### src/rtl/sram_port_arbiter_if.sv
// rtl/sram_port_arbiter_if.sv - bus bundle between host/DMA requesters, the arbiter and the SRAM data port
//
// Carries both requester channels (i_h_* / o_h_*, i_d_* / o_d_*) and the SRAM-side
// data port (o_address, o_data, o_wmask, o_wren, o_rden, i_data_out, o_busy).
// Signal directions are named from the arbiter's point of view:
//   slave  : arbiter view (i_* in, o_* out)
//   master : environment view (drives i_*, observes o_*)
interface sram_port_arbiter_if #(
    parameter int IF_W     = 128,
    parameter int IF_ADR_W = 32
);
    logic                i_h_req;
    logic                o_h_gnt;
    logic [IF_ADR_W-1:0] i_h_addr;
    logic                i_h_wren;
    logic [IF_W-1:0]     i_h_wdata;
    logic [IF_W-1:0]     i_h_wmask;
    logic                o_h_rvalid;
    logic [IF_W-1:0]     o_h_rdata;

    logic                i_d_req;
    logic                o_d_gnt;
    logic [IF_ADR_W-1:0] i_d_addr;
    logic                i_d_wren;
    logic [IF_W-1:0]     i_d_wdata;
    logic [IF_W-1:0]     i_d_wmask;
    logic                o_d_rvalid;
    logic [IF_W-1:0]     o_d_rdata;

    logic [IF_ADR_W-1:0] o_address;
    logic [IF_W-1:0]     o_data;
    logic [IF_W-1:0]     o_wmask;
    logic                o_wren;
    logic                o_rden;
    logic [IF_W-1:0]     i_data_out;
    logic                o_busy;

    modport slave (
        input  i_h_req, i_h_addr, i_h_wren, i_h_wdata, i_h_wmask,
        output o_h_gnt, o_h_rvalid, o_h_rdata,
        input  i_d_req, i_d_addr, i_d_wren, i_d_wdata, i_d_wmask,
        output o_d_gnt, o_d_rvalid, o_d_rdata,
        output o_address, o_data, o_wmask, o_wren, o_rden, o_busy,
        input  i_data_out
    );

    modport master (
        output i_h_req, i_h_addr, i_h_wren, i_h_wdata, i_h_wmask,
        input  o_h_gnt, o_h_rvalid, o_h_rdata,
        output i_d_req, i_d_addr, i_d_wren, i_d_wdata, i_d_wmask,
        input  o_d_gnt, o_d_rvalid, o_d_rdata,
        input  o_address, o_data, o_wmask, o_wren, o_rden, o_busy,
        output i_data_out
    );
endinterface

### src/rtl/sram_port_arbiter.sv
// rtl/sram_port_arbiter.sv - round-robin host/DMA arbiter for the shared SRAM data port
//
// Shares one SRAM data port between the host path and the DMA/prefetch engine.
// The winning access is registered onto the SRAM port one cycle after grant, and
// a READ_LATENCY-deep tag pipe routes each read's data back to its issuer.
//
// Ports:
//   i_clk  : clock, all logic on the rising edge
//   i_rst  : synchronous active-high reset
//   bus    : sram_port_arbiter_if.slave
//            host  channel  i_h_req/o_h_gnt/i_h_addr/i_h_wren/i_h_wdata/i_h_wmask/o_h_rvalid/o_h_rdata
//            DMA   channel  i_d_* / o_d_* (same set)
//            SRAM  port     o_address/o_data/o_wmask/o_wren/o_rden (registered), i_data_out, o_busy
//
// Build option: SRAM_ARB_HOST_PRIO_EN selects fixed host priority instead of
// round-robin with a BURST_Q grant quantum.
module sram_port_arbiter #(
    parameter int IF_W         = 128,
    parameter int IF_ADR_W     = 32,
    parameter int READ_LATENCY = 2,
    parameter int BURST_Q      = 4
) (
    input  logic                  i_clk,
    input  logic                  i_rst,
    sram_port_arbiter_if.slave    bus
);

    localparam int                BCNT_W   = $clog2(BURST_Q + 1);
    localparam logic [BCNT_W-1:0] BCNT_MAX = BCNT_W'(BURST_Q);
    localparam logic [BCNT_W-1:0] BCNT_ONE = BCNT_W'(1);

    typedef enum logic [1:0] {
        ST_IDLE  = 2'd0,
        ST_OWN_H = 2'd1,
        ST_OWN_D = 2'd2
    } state_t;

    state_t                    r_state;
    state_t                    w_state_nxt;
    logic [BCNT_W-1:0]         r_bcnt;
    logic [BCNT_W-1:0]         w_bcnt_nxt;
    logic                      w_h_gnt;
    logic                      w_d_gnt;
    logic                      w_own_is_d;
    logic                      w_own_req;
    logic                      w_oth_req;

    logic                      w_acc;
    logic [IF_ADR_W-1:0]       w_sel_addr;
    logic [IF_W-1:0]           w_sel_wdata;
    logic [IF_W-1:0]           w_sel_wmask;
    logic                      w_sel_wren;

    logic [IF_ADR_W-1:0]       r_address;
    logic [IF_W-1:0]           r_data;
    logic [IF_W-1:0]           r_wmask;
    logic                      r_wren;
    logic                      r_rden;
    logic                      r_rd_d;

    // Tag pipe: stage 0 is loaded from the strobe cycle, the last stage lines up
    // with the cycle the SRAM presents read data.
    logic [READ_LATENCY-1:0]   r_tag_v;
    logic [READ_LATENCY-1:0]   r_tag_d;

    // Owner-relative view of the requests; an unused state encoding behaves as host-owned.
    assign w_own_is_d = (r_state == ST_OWN_D);
    assign w_own_req  = w_own_is_d ? bus.i_d_req : bus.i_h_req;
    assign w_oth_req  = w_own_is_d ? bus.i_h_req : bus.i_d_req;

    always_comb begin
        w_state_nxt = r_state;
        w_bcnt_nxt  = r_bcnt;
        w_h_gnt     = 1'b0;
        w_d_gnt     = 1'b0;
        if (!i_rst) begin
`ifdef SRAM_ARB_HOST_PRIO_EN
            w_bcnt_nxt = '0;
            if (bus.i_h_req) begin
                w_h_gnt     = 1'b1;
                w_state_nxt = ST_OWN_H;
            end else if (bus.i_d_req) begin
                w_d_gnt     = 1'b1;
                w_state_nxt = ST_OWN_D;
            end else begin
                w_state_nxt = ST_IDLE;
            end
`else
            if (!bus.i_h_req && !bus.i_d_req) begin
                w_state_nxt = ST_IDLE;
                w_bcnt_nxt  = '0;
            end else if (r_state == ST_IDLE) begin
                // Fresh arbitration: host wins a tie.
                w_h_gnt     = bus.i_h_req;
                w_d_gnt     = !bus.i_h_req;
                w_state_nxt = bus.i_h_req ? ST_OWN_H : ST_OWN_D;
                w_bcnt_nxt  = BCNT_ONE;
            end else if (w_own_req && (!w_oth_req || r_bcnt < BCNT_MAX)) begin
                // Owner keeps the port; count saturates so an uncontended owner
                // must yield on the first cycle the other side shows up.
                w_h_gnt = !w_own_is_d;
                w_d_gnt = w_own_is_d;
                if (r_bcnt != BCNT_MAX) begin
                    w_bcnt_nxt = r_bcnt + BCNT_ONE;
                end
            end else begin
                w_h_gnt     = w_own_is_d;
                w_d_gnt     = !w_own_is_d;
                w_state_nxt = w_own_is_d ? ST_OWN_H : ST_OWN_D;
                w_bcnt_nxt  = BCNT_ONE;
            end
`endif
        end
    end

    assign w_acc       = w_h_gnt | w_d_gnt;
    assign w_sel_addr  = w_d_gnt ? bus.i_d_addr  : bus.i_h_addr;
    assign w_sel_wdata = w_d_gnt ? bus.i_d_wdata : bus.i_h_wdata;
    assign w_sel_wmask = w_d_gnt ? bus.i_d_wmask : bus.i_h_wmask;
    assign w_sel_wren  = w_d_gnt ? bus.i_d_wren  : bus.i_h_wren;

    always_ff @(posedge i_clk) begin
        if (i_rst) begin
            r_state   <= ST_IDLE;
            r_bcnt    <= '0;
            r_address <= '0;
            r_data    <= '0;
            r_wmask   <= '0;
            r_wren    <= 1'b0;
            r_rden    <= 1'b0;
            r_rd_d    <= 1'b0;
            r_tag_v   <= '0;
            r_tag_d   <= '0;
        end else begin
            r_state <= w_state_nxt;
            r_bcnt  <= w_bcnt_nxt;
            r_wren  <= w_acc & w_sel_wren;
            r_rden  <= w_acc & ~w_sel_wren;
            r_rd_d  <= w_d_gnt;
            // Address/data/mask hold their last value on idle cycles.
            if (w_acc) begin
                r_address <= w_sel_addr;
                r_data    <= w_sel_wdata;
                r_wmask   <= w_sel_wmask;
            end
            r_tag_v[0] <= r_rden;
            r_tag_d[0] <= r_rd_d;
            for (int i = 1; i < READ_LATENCY; i++) begin
                r_tag_v[i] <= r_tag_v[i-1];
                r_tag_d[i] <= r_tag_d[i-1];
            end
        end
    end

    assign bus.o_h_gnt    = w_h_gnt;
    assign bus.o_d_gnt    = w_d_gnt;
    assign bus.o_address  = r_address;
    assign bus.o_data     = r_data;
    assign bus.o_wmask    = r_wmask;
    assign bus.o_wren     = r_wren;
    assign bus.o_rden     = r_rden;
    assign bus.o_h_rvalid = r_tag_v[READ_LATENCY-1] & ~r_tag_d[READ_LATENCY-1];
    assign bus.o_d_rvalid = r_tag_v[READ_LATENCY-1] &  r_tag_d[READ_LATENCY-1];
    assign bus.o_h_rdata  = bus.i_data_out;
    assign bus.o_d_rdata  = bus.i_data_out;
    assign bus.o_busy     = r_wren | r_rden | (|r_tag_v);

endmodule

### src/flat_wrapper.sv
// flat-port wrapper written by rule: the top's interface ports become plain ports
module sram_port_arbiter_flat 
#(
    parameter int IF_W         = 128,
    parameter int IF_ADR_W     = 32,
    parameter int READ_LATENCY = 2,
    parameter int BURST_Q      = 4
)
  (i_clk, i_rst, bus_i_h_req, bus_i_h_addr, bus_i_h_wren, bus_i_h_wdata, bus_i_h_wmask, bus_o_h_gnt, bus_o_h_rvalid, bus_o_h_rdata, bus_i_d_req, bus_i_d_addr, bus_i_d_wren, bus_i_d_wdata, bus_i_d_wmask, bus_o_d_gnt, bus_o_d_rvalid, bus_o_d_rdata, bus_o_address, bus_o_data, bus_o_wmask, bus_o_wren, bus_o_rden, bus_o_busy, bus_i_data_out);
  sram_port_arbiter_if #(.IF_W(IF_W), .IF_ADR_W(IF_ADR_W)) bus_i ();
  input  logic i_clk;
  input  logic i_rst;
  input wire logic [$bits(bus_i.i_h_req)-1:0] bus_i_h_req;
  input wire logic [$bits(bus_i.i_h_addr)-1:0] bus_i_h_addr;
  input wire logic [$bits(bus_i.i_h_wren)-1:0] bus_i_h_wren;
  input wire logic [$bits(bus_i.i_h_wdata)-1:0] bus_i_h_wdata;
  input wire logic [$bits(bus_i.i_h_wmask)-1:0] bus_i_h_wmask;
  output wire logic [$bits(bus_i.o_h_gnt)-1:0] bus_o_h_gnt;
  output wire logic [$bits(bus_i.o_h_rvalid)-1:0] bus_o_h_rvalid;
  output wire logic [$bits(bus_i.o_h_rdata)-1:0] bus_o_h_rdata;
  input wire logic [$bits(bus_i.i_d_req)-1:0] bus_i_d_req;
  input wire logic [$bits(bus_i.i_d_addr)-1:0] bus_i_d_addr;
  input wire logic [$bits(bus_i.i_d_wren)-1:0] bus_i_d_wren;
  input wire logic [$bits(bus_i.i_d_wdata)-1:0] bus_i_d_wdata;
  input wire logic [$bits(bus_i.i_d_wmask)-1:0] bus_i_d_wmask;
  output wire logic [$bits(bus_i.o_d_gnt)-1:0] bus_o_d_gnt;
  output wire logic [$bits(bus_i.o_d_rvalid)-1:0] bus_o_d_rvalid;
  output wire logic [$bits(bus_i.o_d_rdata)-1:0] bus_o_d_rdata;
  output wire logic [$bits(bus_i.o_address)-1:0] bus_o_address;
  output wire logic [$bits(bus_i.o_data)-1:0] bus_o_data;
  output wire logic [$bits(bus_i.o_wmask)-1:0] bus_o_wmask;
  output wire logic [$bits(bus_i.o_wren)-1:0] bus_o_wren;
  output wire logic [$bits(bus_i.o_rden)-1:0] bus_o_rden;
  output wire logic [$bits(bus_i.o_busy)-1:0] bus_o_busy;
  input wire logic [$bits(bus_i.i_data_out)-1:0] bus_i_data_out;
  assign bus_i.i_h_req = bus_i_h_req;
  assign bus_i.i_h_addr = bus_i_h_addr;
  assign bus_i.i_h_wren = bus_i_h_wren;
  assign bus_i.i_h_wdata = bus_i_h_wdata;
  assign bus_i.i_h_wmask = bus_i_h_wmask;
  assign bus_o_h_gnt = bus_i.o_h_gnt;
  assign bus_o_h_rvalid = bus_i.o_h_rvalid;
  assign bus_o_h_rdata = bus_i.o_h_rdata;
  assign bus_i.i_d_req = bus_i_d_req;
  assign bus_i.i_d_addr = bus_i_d_addr;
  assign bus_i.i_d_wren = bus_i_d_wren;
  assign bus_i.i_d_wdata = bus_i_d_wdata;
  assign bus_i.i_d_wmask = bus_i_d_wmask;
  assign bus_o_d_gnt = bus_i.o_d_gnt;
  assign bus_o_d_rvalid = bus_i.o_d_rvalid;
  assign bus_o_d_rdata = bus_i.o_d_rdata;
  assign bus_o_address = bus_i.o_address;
  assign bus_o_data = bus_i.o_data;
  assign bus_o_wmask = bus_i.o_wmask;
  assign bus_o_wren = bus_i.o_wren;
  assign bus_o_rden = bus_i.o_rden;
  assign bus_o_busy = bus_i.o_busy;
  assign bus_i.i_data_out = bus_i_data_out;
  sram_port_arbiter #(.IF_W(IF_W), .IF_ADR_W(IF_ADR_W), .READ_LATENCY(READ_LATENCY), .BURST_Q(BURST_Q)) u_core (.i_clk(i_clk), .i_rst(i_rst), .bus(bus_i));
endmodule
### config.mk
export PLATFORM = sky130hd
export DESIGN_NAME = sram_port_arbiter_flat
export DESIGN_NICKNAME = d
export VERILOG_FILES = /design/src/rtl/sram_port_arbiter_if.sv /design/src/rtl/sram_port_arbiter.sv /design/src/flat_wrapper.sv
export SDC_FILE = /design/constraint.sdc
export NUM_CORES = 1
export LEC_CHECK = 0
export ABC_CLOCK_PERIOD_IN_PS = 2500
export CORE_AREA = 2 2 497 499
export CTS_CLUSTER_SIZE = 28
export DETAILED_ROUTE_END_ITERATION = 16
export DIE_AREA = 0 0 499 501
export GPL_ROUTABILITY_DRIVEN = 0
export PLACE_DENSITY = 0.3
export SETUP_SLACK_MARGIN = 0.2
export SLEW_MARGIN = 20
export SYNTH_ARGS = -nofsm -noshare
export SYNTH_HDL_FRONTEND = slang
export SYNTH_SLANG_ARGS = --single-unit
### constraint.sdc
create_clock -name i_clk -period 2.5 [get_ports i_clk]
set_input_delay 0.25 -clock i_clk [delete_from_list [all_inputs] [get_ports i_clk]]
set_output_delay 0.25 -clock i_clk [all_outputs]
set_load 0.1 [all_outputs]
Word-level counts from Yosys, hierarchy flattened:

Index checks and enable logic that the tools add are counted.

* register bits after elaboration: 300
* bits of input ports: 710
* output and inout port bits: 551
* word-level logic and storage cells: 59

* add/subtract/negate cells: 1
* order comparisons: 1
* eq/ne operators: 4
* multiplexer cells: 21
* bitwise operators: 10
* reduce and logical (&&, ||, !) cells: 11

Operators with widths (number)
* 2-to-1 mux 128 bit: 2
* 2-to-1 mux 32 bit: 1
* 2-to-1 mux 1 bit: 14
* 2-to-1 mux 2 bit: 4
* bitwise AND 1 bit: 4
* logical NOT 1 bit: 4
* OR reduction 2 bit: 2
* OR reduction 4 bit: 1
* adder 3 x 1 -> 3 bit (second input constant): 1
* < comparator 3 bit (second input constant): 1
* != test 3 x 2 -> 1 bit (second input constant): 1
* != test 3 bit (second input constant): 1
* inverter 1 bit: 3
* OR 1 bit: 3
* equality test 2 bit (second input constant): 1
* logical AND 1 bit: 2
* logical NOT 2 bit: 1
* != test 2 x 1 -> 1 bit (second input constant): 1
* logical OR 1 bit: 1

Logic depth before layout (Yosys ltp):

* word-level depth: 12
* mapped depth: 7

Least setup slack after synthesis:

No wires, ideal clock.

* path kind: reg2reg
* start: register u_core.r_bcnt[2]
* end: register u_core.r_wmask[47], in the netlist u_core.bus.o_wmask[47]
* library setup time: 0.065 ns
* arrival: 2.407 ns
* required time: 2.435 ns
* path slack: 0.029 ns
* stages on the path, launching flop included: 7
* cell sequence: dfxtp_1 > buf_6 > and3_1 > a2111oi_0 > buf_2 > buf_1 > a221o_1

* cells in the longest elaborated chain, start to end: 8

Ends and longest elaborated chain
* from (decl): line sram_port_arbiter.sv:40 `logic [BCNT_W-1:0] r_bcnt;`
* from (signal assigned): line sram_port_arbiter.sv:136 `r_bcnt <= w_bcnt_nxt;`
* < comparator 3 bit: line sram_port_arbiter.sv:98 `end else if (w_own_req && (!w_oth_req || r_bcnt < BCNT_MAX)) begin`
* logical OR 1 bit: line sram_port_arbiter.sv:98
* logical AND 1 bit: line sram_port_arbiter.sv:98
* 2-to-1 mux 1 bit: line sram_port_arbiter.sv:98
* 2-to-1 mux 1 bit: line sram_port_arbiter.sv:92 `end else if (r_state == ST_IDLE) begin`
* 2-to-1 mux 1 bit: line sram_port_arbiter.sv:89 `if (!bus.i_h_req && !bus.i_d_req) begin`
* 2-to-1 mux 1 bit: line sram_port_arbiter.sv:76 `if (!i_rst) begin`
* via bus_o_h_gnt: line flat_wrapper.sv:18 `output wire logic [$bits(bus_i.o_h_gnt)-1:0] bus_o_h_gnt;`
* OR 1 bit: line sram_port_arbiter.sv:116 `assign w_acc = w_h_gnt | w_d_gnt;`
* to (signal assigned): line sram_port_arbiter.sv:144 `r_wmask <= w_sel_wmask;`
* to (decl): line sram_port_arbiter.sv:56 `logic [IF_W-1:0] r_wmask;`

The timed path passes the listed nets, and every way through them passes these cells.
A chain may end at the register's enable or synchronous reset.

Final worst setup path:

* start: register u_core.r_bcnt[2]
* end: output port bus_o_d_gnt

* cells in the longest elaborated chain, start to end: 7

Ends and longest elaborated chain
* < comparator 3 bit: line sram_port_arbiter.sv:98
* logical OR 1 bit: line sram_port_arbiter.sv:98
* logical AND 1 bit: line sram_port_arbiter.sv:98
* 2-to-1 mux 1 bit: line sram_port_arbiter.sv:98
* 2-to-1 mux 1 bit: line sram_port_arbiter.sv:92
* 2-to-1 mux 1 bit: line sram_port_arbiter.sv:89
* 2-to-1 mux 1 bit: line sram_port_arbiter.sv:76
* to (decl): line flat_wrapper.sv:26 `output wire logic [$bits(bus_i.o_d_gnt)-1:0] bus_o_d_gnt;`

Every way passes these cells.

==> impl_metrics.py <==
metrics = {
    "outcome": {
        "run_status": "complete, no violations",
    },
    "timing": {
        "setup_tns_ps": 0,
        "relSlewSlack_pct": 48.3,
        "fin_skew_ps": 38.2,
        "finalCriticalPeriod_ps": 2470,
        "final-setup-viol-count": 0,
        "post-route-period-util_pct": 98.9,
        "tightest_slew_ps": 782,
        "fmax_mhz": 405,
        "rsz0062_at_grt": "yes",
        "hold_viol_final": 0,
        "slew_violations": 0,
        "hold-worst-slack_ps": 179,
    },
    "yosys": {
        "synthesis.area_um2": 13900,
        "yosysSeqAreaShare_pct": 43.1,
        "yosys.cell_types.count": 34,
        "synth_fp_nets": 1987,
        "ys_seq_elements": 300,
        "synthesis.instances": 1275,
        "ys_warn_count": 0,
        "avgSynthCellArea_um2": 10.9,
    },
    "placed_design": {
        "hpwl_um": 110000,
        "portBuffers": 876,
        "placedCellCount": 5065,
    },
    "setup_path": {
        "critical_path_class": "flop to primary output",
        "reg2reg_slack_ps": 350,
        "cp.required_ps": 2250,
        "cp-end-kind": "primary output",
        "start_kind": "flop",
        "crit_fanout": 7,
        "ff2ff_path_depth": 7,
        "cp.arrival_ps": 2220,
    },
    "global_routing": {
        "top_usage_layer": "met2",
        "overflow": 0,
        "use_met3_pct": 8.95,
        "met2_usage_pct": 15.0,
        "antenna_found_initial": 41,
        "grt_pass1_wl_um": 158000,
        "grt_max_degree": 75,
        "grt_use_total_pct": 9.83,
        "grt_pass1_vias": 13596,
        "grt_use_met1_pct": 9.89,
    },
    "die": {
        "die_h_um": 501,
        "die-area_um2": 250000,
        "die_x_um": 499,
        "start_util_pct": 5.69,
        "ios": 1261,
        "rows": 182,
        "core_um2": 245000,
    },
    "flow_run": {
        "drv_cap": 0,
    },
    "cells_and_area": {
        "nets": 2620,
        "stdcell_count": 5168,
        "area_growth_pct": 84.3,
        "fillers": 28213,
        "drive_gt1_share_pct": 28.0,
        "ff_latch_area_um2": 6010,
        "multi_input_area_um2": 5140,
    },
    "route": {
        "viasPerCell": 2.50,
        "drc_errors": 0,
        "wl_um": 129000,
        "num_vias": 12931,
        "wl_per_cell_um": 25.1,
        "ant_nets": 0,
        "drtIter0Drc": 579,
        "drtPass1Iterations": 4,
    },
    "clock_tree": {
        "cts_buffer_depth": 3,
        "cts_buffers": 48,
        "htreeDepth": 2,
        "clk_pin_slew_ps": 70,
        "insertion_delay_ps": 670,
        "cts_root_buf": "clkbuf_16",
        "cts_hold_buffers": 0,
        "cts_tree": "yes",
        "cts_sinks": 300,
    },
    "power": {
        "power_mw": 18.5,
        "p_leak_nw": 9.50,
        "ir_drop_v": 0.000499,
        "p_per_area_nw_per_um2": 720,
    },
    "min_path": {
        "holdCritPathClass": "input pin to flop",
        "holdPathStages": 2,
    },
}
flip-flops by register name, summed over array words and instances (netlist names):
signal,count
u_core.bus.o_wren,1
u_core.r_rd_d,1
u_core.r_state,2
u_core.bus.o_address,32
u_core.r_tag_v,2
u_core.bus.o_wmask,128
u_core.r_tag_d,2
u_core.r_bcnt,3
u_core.bus.o_data,128
u_core.bus.o_rden,1
synth_stat cells, drive strengths merged:
library cell    n  area, µm²
or3b            1       11.3
a311oi          2       35.0
clkbuf         40        150
a2111oi         2       17.5
o21ba           1       10.0
nand2           6       22.5
a32oi           1       8.76
nor3            3       20.0
nand3b          1       7.51
a221o         288       3010
and3            1       6.26
ha              2       25.0
o21ai           2       10.0
nor2b           7       43.8
a21o            1       7.51
a21oi           1       5.00
nand2b          1       6.26
inv             5       18.8
o21a            1       7.51
xnor2           1       8.76
or4             1       7.51
and2          290       1810
buf           314       2650
dfxtp         300       6010
mux2i           3       30.0
stage by stage:
stage / area (µm²) / util, % / worst slack, ps
after CTS: 25600 / 10.5 / -125
after detailed placement: 23900 / 9.77 / 60.4
after global routing: 25700 / 10.5 / -102
final: 25700 / 10.5 / 28.0
after global placement: 23900 / 9.77 / 99.9
after floorplan: 13900 / - / 466
placed cells by master (no fill, tap or decap), types with 3 or more instances in the layout:
cell,n
a221o_1,188
a221o_2,100
and2_1,288
buf_12,29
buf_2,5
buf_4,319
bufinv_16,4
clkbuf_1,7
clkbuf_16,49
clkbuf_8,9
clkdlybuf4s50_1,581
clkinv_2,9
clkinv_4,4
dfxtp_1,297
diode_2,3
inv_1,5
mux2i_1,3
nand2_1,6
nor2b_1,7
layout make-up:
type	count	share of cell area, %
clock inverters	23	1.05
well taps	3220	15.7
repair buffers	937	34.5
multi-input cells	616	20.0
inverters	5	0.0731
diodes	3	0.0292
flip-flops and latches	300	23.4
clock buffers	64	5.26
logic make-up (layout without fill, tap and decap cells):
family | count (synthesis) | after routing | share of synthesized area (%)
buffers and inverters | 359 | 1029 | 20.2
AOI/OAI and AO/OA | 299 | 299 | 22.3
muxes | 3 | 3 | 0.215
DFF | 300 | 300 | 43.1
xor gates and xnor gates | 1 | 1 | 0.0628
adders and majority gates | 2 | 2 | 0.179
and+or+nand+nor | 311 | 311 | 13.9
other | 0 | 3 | 0
routing by layer:
layer  wire (µm)  vias to the layer above
li1            -                     5707
met1       45800                     6012
met2       55300                     1020
met3       25600                      186
met4        2840                        6
met5          41                        -
timing repair:
action | in CTS | in global routing
endpoints found under the setup margin | 3 | 2
buffers inserted | 5 | 7
pin swaps | 3 | 1
gates cloned | 0 | 1
gates resized for setup | 5 | 3
path summary, 6_finish.rpt:
path	startpoint	end
hold reg to reg	u_core.r_tag_v[0]	u_core.r_tag_v[1]
setup / recovery	u_core.r_bcnt[2]	bus_o_d_gnt
hold / removal	bus_i_h_wmask[65]	u_core.bus.o_wmask[65]
setup reg to reg	u_core.r_bcnt[2]	u_core.bus.o_data[121]
power breakdown:
group | switching (mW) | leakage (nW) | internal [mW]
Sequential | 0.262 | 2.49 | 5.17
Clock | 3.09 | 0.799 | 4.22
Combinational | 4.02 | 6.21 | 1.72
worst max-delay path, cell delays in order (launching register included):
cell      delay, ps
dfxtp_4         360
or3b_4          390
a311oi_4        330
buf_12          170
buf_12          120
buf_12          170
No activity file was read; power rests on OpenSTA's default activity.
